==> config.mk <==
export PLATFORM = sky130hd
export DESIGN_NAME = cpu_bus_tracer
export DESIGN_NICKNAME = d
export VERILOG_FILES = /design/src/rtl/cpu_bus_tracer.sv
export SDC_FILE = /design/constraint.sdc
export NUM_CORES = 1
export LEC_CHECK = 0
export BUFFER_PORTS_ARGS = -buffer_cell sky130_fd_sc_hd__buf_2
export CELL_PAD_IN_SITES_DETAIL_PLACEMENT = 0
export CELL_PAD_IN_SITES_GLOBAL_PLACEMENT = 1
export CORE_ASPECT_RATIO = 0.8
export CORE_MARGIN = 2
export CORE_UTILIZATION = 53
export DETAILED_ROUTE_END_ITERATION = 8
export GPL_TIMING_DRIVEN = 0
export HOLD_SLACK_MARGIN = 0.05
export PLACE_DENSITY = 0.81
export SLEW_MARGIN = 20
export SYNTH_ARGS = -nofsm -noshare
export SYNTH_HDL_FRONTEND = slang
export SYNTH_SLANG_ARGS = --single-unit
==> constraint.sdc <==
create_clock -name clk32 -period 6.1 [get_ports clk32]
set_input_delay 0.915 -clock clk32 [delete_from_list [all_inputs] [get_ports clk32]]
set_output_delay 0.915 -clock clk32 [all_outputs]
set_load 0.02 [all_outputs]
==> src/rtl/cpu_bus_tracer.sv <==
// cpu_bus_tracer
// Watches the 68000 bus next to the address decoder. Once per bus cycle, on the
// falling edge of the address strobe, it does two things:
//   - logs the access into a timestamped trace FIFO when the address is inside
//     the watch window;
//   - requests a halt when the address is inside the trap window.
// A debug or OSD consumer drains the FIFO through a valid/ready handshake.
//
// Parameters
//   DEPTH     trace FIFO entries (power of two, >= 2)
//   TS_WIDTH  free-running timestamp width in clk32 ticks (wraps)
//
// Ports
//   clk32          system clock, rising-edge
//   reset          synchronous, active-high
//   cpuAddr        CPU byte address
//   _cpuAS         address strobe, active low
//   _cpuRW         1 = read, 0 = write
//   watchLo/Hi     trace window [Lo, Hi)
//   trapLo/Hi      trap window  [Lo, Hi)
//   traceValid     FIFO head holds an entry
//   traceReady     consumer takes the head this cycle
//   traceData      {timestamp, rw, addr} of the FIFO head; zero when empty
//   overflowCount  saturating count of entries dropped on a full FIFO
//   haltReq        latched trap hit
//   haltClear      clears haltReq
module cpu_bus_tracer #(
    parameter int unsigned DEPTH    = 16,
    parameter int unsigned TS_WIDTH = 16
) (
    input  logic                  clk32,
    input  logic                  reset,
    input  logic [23:0]           cpuAddr,
    input  logic                  _cpuAS,
    input  logic                  _cpuRW,
    input  logic [23:0]           watchLo,
    input  logic [23:0]           watchHi,
    input  logic [23:0]           trapLo,
    input  logic [23:0]           trapHi,
    output logic                  traceValid,
    input  logic                  traceReady,
    output logic [TS_WIDTH+24:0]  traceData,
    output logic [7:0]            overflowCount,
    output logic                  haltReq,
    input  logic                  haltClear
);

    localparam int unsigned AW = (DEPTH > 1) ? $clog2(DEPTH) : 1;
    localparam int unsigned CW = AW + 1;
    localparam int unsigned DW = TS_WIDTH + 25;
    localparam logic [CW-1:0] FULL_COUNT = CW'(DEPTH);

    typedef enum logic {
        IDLE,
        HALTED
    } haltState_e;

    logic                asPrev_q,    asPrev_d;
    logic [TS_WIDTH-1:0] timestamp_q, timestamp_d;
    logic [AW-1:0]       wrPtr_q,     wrPtr_d;
    logic [AW-1:0]       rdPtr_q,     rdPtr_d;
    logic [CW-1:0]       count_q,     count_d;
    logic [7:0]          overflow_q,  overflow_d;
    haltState_e          haltState_q, haltState_d;

    logic [DW-1:0]       mem_q [DEPTH];

    logic          busStart;
    logic          watchHit;
    logic          trapHit;
    logic          fifoFull;
    logic          popEn;
    logic          pushEn;
    logic          dropEn;
    logic [DW-1:0] newEntry;

    // Bus-cycle detection and FIFO control.
    // asPrev_q resets to 0, so a strobe that is already low when reset is
    // released produces no start; the next genuine falling edge does.
    // A full FIFO still accepts a push when the head pops in the same cycle,
    // so an entry is dropped only when the FIFO is full and nothing drains.
    always_comb begin
        busStart = asPrev_q & ~_cpuAS;
        watchHit = busStart && (cpuAddr >= watchLo) && (cpuAddr < watchHi);
        trapHit  = busStart && (cpuAddr >= trapLo)  && (cpuAddr < trapHi);
        fifoFull = (count_q == FULL_COUNT);
        popEn    = traceValid && traceReady;
        pushEn   = watchHit && (!fifoFull || popEn);
        dropEn   = watchHit && fifoFull && !popEn;
        newEntry = {timestamp_q, _cpuRW, cpuAddr};

        asPrev_d    = _cpuAS;
        timestamp_d = timestamp_q + TS_WIDTH'(1);
        wrPtr_d     = pushEn ? wrPtr_q + AW'(1) : wrPtr_q;
        rdPtr_d     = popEn  ? rdPtr_q + AW'(1) : rdPtr_q;

        count_d = count_q;
        case ({pushEn, popEn})
            2'b10:   count_d = count_q + CW'(1);
            2'b01:   count_d = count_q - CW'(1);
            default: count_d = count_q;
        endcase

        overflow_d = overflow_q;
        if (dropEn && (overflow_q != 8'hFF)) begin
            overflow_d = overflow_q + 8'd1;
        end
    end

    // Control state. Reset discards the FIFO by clearing the pointers and the
    // occupancy; the storage itself does not need to be cleared.
    always_ff @(posedge clk32) begin
        if (reset) begin
            asPrev_q    <= 1'b0;
            timestamp_q <= '0;
            wrPtr_q     <= '0;
            rdPtr_q     <= '0;
            count_q     <= '0;
            overflow_q  <= '0;
        end else begin
            asPrev_q    <= asPrev_d;
            timestamp_q <= timestamp_d;
            wrPtr_q     <= wrPtr_d;
            rdPtr_q     <= rdPtr_d;
            count_q     <= count_d;
            overflow_q  <= overflow_d;
        end
    end

    // Trace storage. It needs no reset because occupancy decides what is valid.
    always_ff @(posedge clk32) begin
        if (pushEn && !reset) begin
            mem_q[wrPtr_q] <= newEntry;
        end
    end

    // Head presentation. Data is forced to zero while the FIFO is empty.
    assign traceValid    = (count_q != '0);
    assign traceData     = traceValid ? mem_q[rdPtr_q] : '0;
    assign overflowCount = overflow_q;

    // Halt FSM: state register.
    always_ff @(posedge clk32) begin
        if (reset) begin
            haltState_q <= IDLE;
        end else begin
            haltState_q <= haltState_d;
        end
    end

    // Halt FSM: next state. A trap hit beats a clear in the same cycle.
    always_comb begin
        haltState_d = haltState_q;
        case (haltState_q)
            IDLE:    if (trapHit)                 haltState_d = HALTED;
            HALTED:  if (haltClear && !trapHit)   haltState_d = IDLE;
            default:                              haltState_d = IDLE;
        endcase
    end

    // Halt FSM: output.
    always_comb begin
        haltReq = (haltState_q == HALTED);
    end

endmodule

==> results.rst <==
.. list-table::
   :header-rows: 1

   * - Metric
     - Value
   * - Estimated wirelength of the detail-placed design
     - approximately 45 mm
   * - First-pass iteration count of the detailed router
     - 5
   * - Final instance area
     - 34000 um2
   * - Crit path arrival time
     - 3680 ps
   * - Endpoint required time on the critical path
     - 5180 ps
   * - Post-synth EDFFs
     - roughly 660
   * - Final setup vio count
     - 0
   * - CTS tree
     - built
   * - Worst hold path cell count
     - 2
   * - Leakage power
     - around 0.012 uW
   * - Die width
     - 266 um
   * - Kind of start point of the critical path
     - flop
   * - Kind of cell adding the most delay to the critical path
     - buffers and inverters
   * - Number of synthesized register bits
     - 699
   * - Worst hold slack
     - ~500 ps
   * - Worst-path clk slew
     - roughly 60 ps
   * - Highest clock frequency the design can meet
     - ~220 MHz
   * - Remaining global-route overflow
     - 0
   * - Max stage delay on crit path
     - just over 800 ps
   * - Total vias in the final route
     - between 15000 and 20000
   * - Worst slew margin relative to its limit
     - around 31%
   * - Worst r2r path cells
     - 11
   * - Count of cells resized by post-cts repair
     - 0
   * - Number of clock sinks
     - around 700
   * - Cell area after synthesis
     - between 20000 and 30000 um2
   * - I/O pin count
     - about 180
   * - Final critical-path share of the clock period
     - roughly three quarters
   * - Overall die height
     - about 210 um
   * - I/O Buffers
     - approximately 180
   * - Count of antenna diodes in the layout
     - 0
   * - DP Cell Count
     - 2426
   * - Final Hold Vio Count
     - 0
   * - Routed wire length
     - 70.3 mm
   * - Status
     - complete, no violations
   * - Fraction of registers with async set or reset after synthesis
     - 0%
   * - Wire length of the first global-routing pass
     - 103 mm
   * - Crit path depth
     - 6
   * - Routability congestion estimate
     - between 0.8 and 0.9
   * - Via count normalized by instance count
     - 6.13
   * - Post-layout worst setup margin
     - approximately 1500 ps
   * - Average cell area after synthesis
     - around 19 um2
   * - Top FF cell, synth
     - sky130_fd_sc_hd__edfxtp_1
   * - Clock skew
     - between 20 and 25 ps
   * - Number of nets with antenna violations after routing
     - 0
   * - Number of cells in the finished layout apart from fillers
     - 2546
   * - Total CTS buffers
     - between 60 and 70
   * - Clock network latency to the later pin of the worst-skew pair
     - around 600 ps
   * - Iteration-0 DRC count of the detailed router
     - ~1600
   * - Max FO, Critical Path
     - 10
   * - Cell chain of the critical path
     - clkbuf_1 > buf_1 > mux4_2 > mux4_2 > and2_1 > buf_2
   * - RSZ-0062 raised after global routing
     - false
   * - Growth of design area from synthesis to finish
     - 16.6%
   * - Worst path buffer plus inverter count
     - 3
   * - Core outline area
     - 54100 um2
   * - Cell area after placement
     - 31800 um2
   * - Post-synthesis net count
     - 1747
   * - Total global-route track usage
     - around a quarter
   * - Share of synthesized area occupied by flip-flops and latches
     - 70.5%
   * - Initial antenna violation count
     - 2
   * - Count of max-cap constraint violations
     - 0
   * - Library cells used by synthesis
     - 48
   * - Number of buffers between clock root and the deepest sink
     - 3
   * - Setup Fix Bufs, Post-CTS
     - 0
   * - Number of nets in the layout
     - between 2000 and 2500
   * - Post-route DRC violation count
     - 0
   * - Crit end category
     - output port
   * - Power density cells
     - between 300 and 400 nW/um2
   * - Root buffer selected by CTS
     - sky130_fd_sc_hd__clkbuf_16
   * - Number of H-tree levels
     - 3
   * - Cell count after synthesis
     - ~1500
   * - Commonest cells after routing, fill and taps aside
     - sky130_fd_sc_hd__edfxtp_1 (656), sky130_fd_sc_hd__mux4_2 (205), sky130_fd_sc_hd__buf_2 (189)
   * - Standard-cell rows
     - 76
   * - Maximum number of pins on one net before global-route repair
     - 22
   * - Class of the tightest hold or removal check
     - reg -> reg
   * - Worst Max-Slew Pin Slew
     - approximately 1000 ps
   * - Master of the slowest instance on the critical path
     - sky130_fd_sc_hd__buf_1
   * - Number of warnings reported in the yosys synthesis log
     - 0
   * - IR Drop Worst-Case VDD
     - 241 uV
   * - Number of buffers inserted for hold repair after clock tree synthesis
     - 0
   * - Overall power
     - 11600 uW
   * - Number of global-route vias before repair
     - 16000
   * - Max-slew violation total from the final report
     - 0
   * - Worst setup timing slack at the placement stage
     - about 1100 ps
   * - Most common library cell in the layout ignoring fill and taps
     - sky130_fd_sc_hd__edfxtp_1
   * - Share of final-layout standard cells stronger than drive strength 1
     - 30.0%
   * - Total die area
     - about 57000 um2
   * - Initial cell density of the core
     - a little over half
   * - Clock period minus final worst setup slack
     - around 4600 ps
   * - Detail-routed net length per standard cell
     - ~28 um
   * - Most common cell type on the critical path
     - sky130_fd_sc_hd__mux4_2
   * - Critical Setup Path Class
     - reg -> out
[worst paths after layout]
kind / slack (ps) / from / to
worst min register to register: 500 / overflowCount[6]$_SDFFE_PP0P_ / overflowCount[6]$_SDFFE_PP0P_
worst max register to register: 2430 / count_q[0]$_SDFFE_PP0P_ / count_q[4]$_SDFFE_PP0P_
worst max-delay path: 1500 / flop / traceData[20]
worst min-delay path: 500 / overflowCount[6]$_SDFFE_PP0P_ / overflowCount[6]$_SDFFE_PP0P_
[registers in the layout (all words and copies together), names as in the netlist, named ones only]
| register | count |
|---|---|
| count_q | 5 |
| rdPtr_q | 4 |
| mem_q | 656 |
| overflowCount | 8 |
| wrPtr_q | 4 |
| asPrev_q | 1 |
| haltReq | 1 |
| timestamp_q | 16 |
[cell usage after synthesis, types with 18 or more instances]
master                     count  area share, %
sky130_fd_sc_hd__a21oi_1      38           0.65
sky130_fd_sc_hd__and2_1       45           0.97
sky130_fd_sc_hd__clkbuf_1     35           0.45
sky130_fd_sc_hd__dfxtp_1      43            3.0
sky130_fd_sc_hd__edfxtp_1    656             68
sky130_fd_sc_hd__ha_1        104            4.5
sky130_fd_sc_hd__inv_1       100            1.3
sky130_fd_sc_hd__mux4_2      205             16
sky130_fd_sc_hd__nand2_1      27           0.35
sky130_fd_sc_hd__nand3_1      18           0.31
sky130_fd_sc_hd__nand4_1      24           0.52
sky130_fd_sc_hd__nor2_1       59           0.76
sky130_fd_sc_hd__o21ai_0      30           0.52
[worst reg2reg max path, delay by kind of cell (launching register included)]
kind | cells | cell delay (ps)
adder cells (fa/ha/maj) | 1 | 460
flip-flops | 1 | 360
buffers and inverters | 2 | 500
AND/OR/NAND/NOR | 3 | 1150
AO/OA/AOI/OAI | 3 | 530
multiplexers | 2 | 580
[cells by family after synthesis]
group	Yosys count	share of synthesized area, %
buffers and inverters	159	2.11
muxes	212	16.1
and+or+nand+nor	216	3.92
xor gates and xnor gates	19	0.571
AOI/OAI and AO/OA	106	2.22
adders and majority gates	105	4.53
DFF	699	70.5
[stage by stage]
stage	TNS [ps]	util (%)
global route	0	62.8
finish	0	62.8
global placement	-1090960	57.1
floorplan	0	-
CTS	0	62.8
detailed placement	0	58.7
[where the power goes]
part | total [uW] | leakage [uW] | internal [uW] | switching [uW]
combinational | 2170 | 0.00428 | 939 | 1230
sequential | 5260 | 0.00631 | 5240 | 24.5
clock | 4200 | 0.00109 | 2450 | 1760
[cell type report]
type / instances / area, um2
clock inverters: 36 / 342
plain buffers: 59 / 243
repair buffers: 208 / 1630
flip-flops and latches: 699 / 20600
clock buffers: 84 / 1880
well taps: 702 / 878
fillers: 3645 / 20100
inverters: 100 / 375
multi-input cells: 658 / 8090
[metal layers]
metal  GRT usage (%)  vias up  routed length [um]
li1                -     6670                   -
met1            36.0     8009               28100
met2            41.3      817               34000
met3            4.87      116                6560
met4            6.43        2                1570
met5               0        -                  13
(Power assumes the default switching activity.)
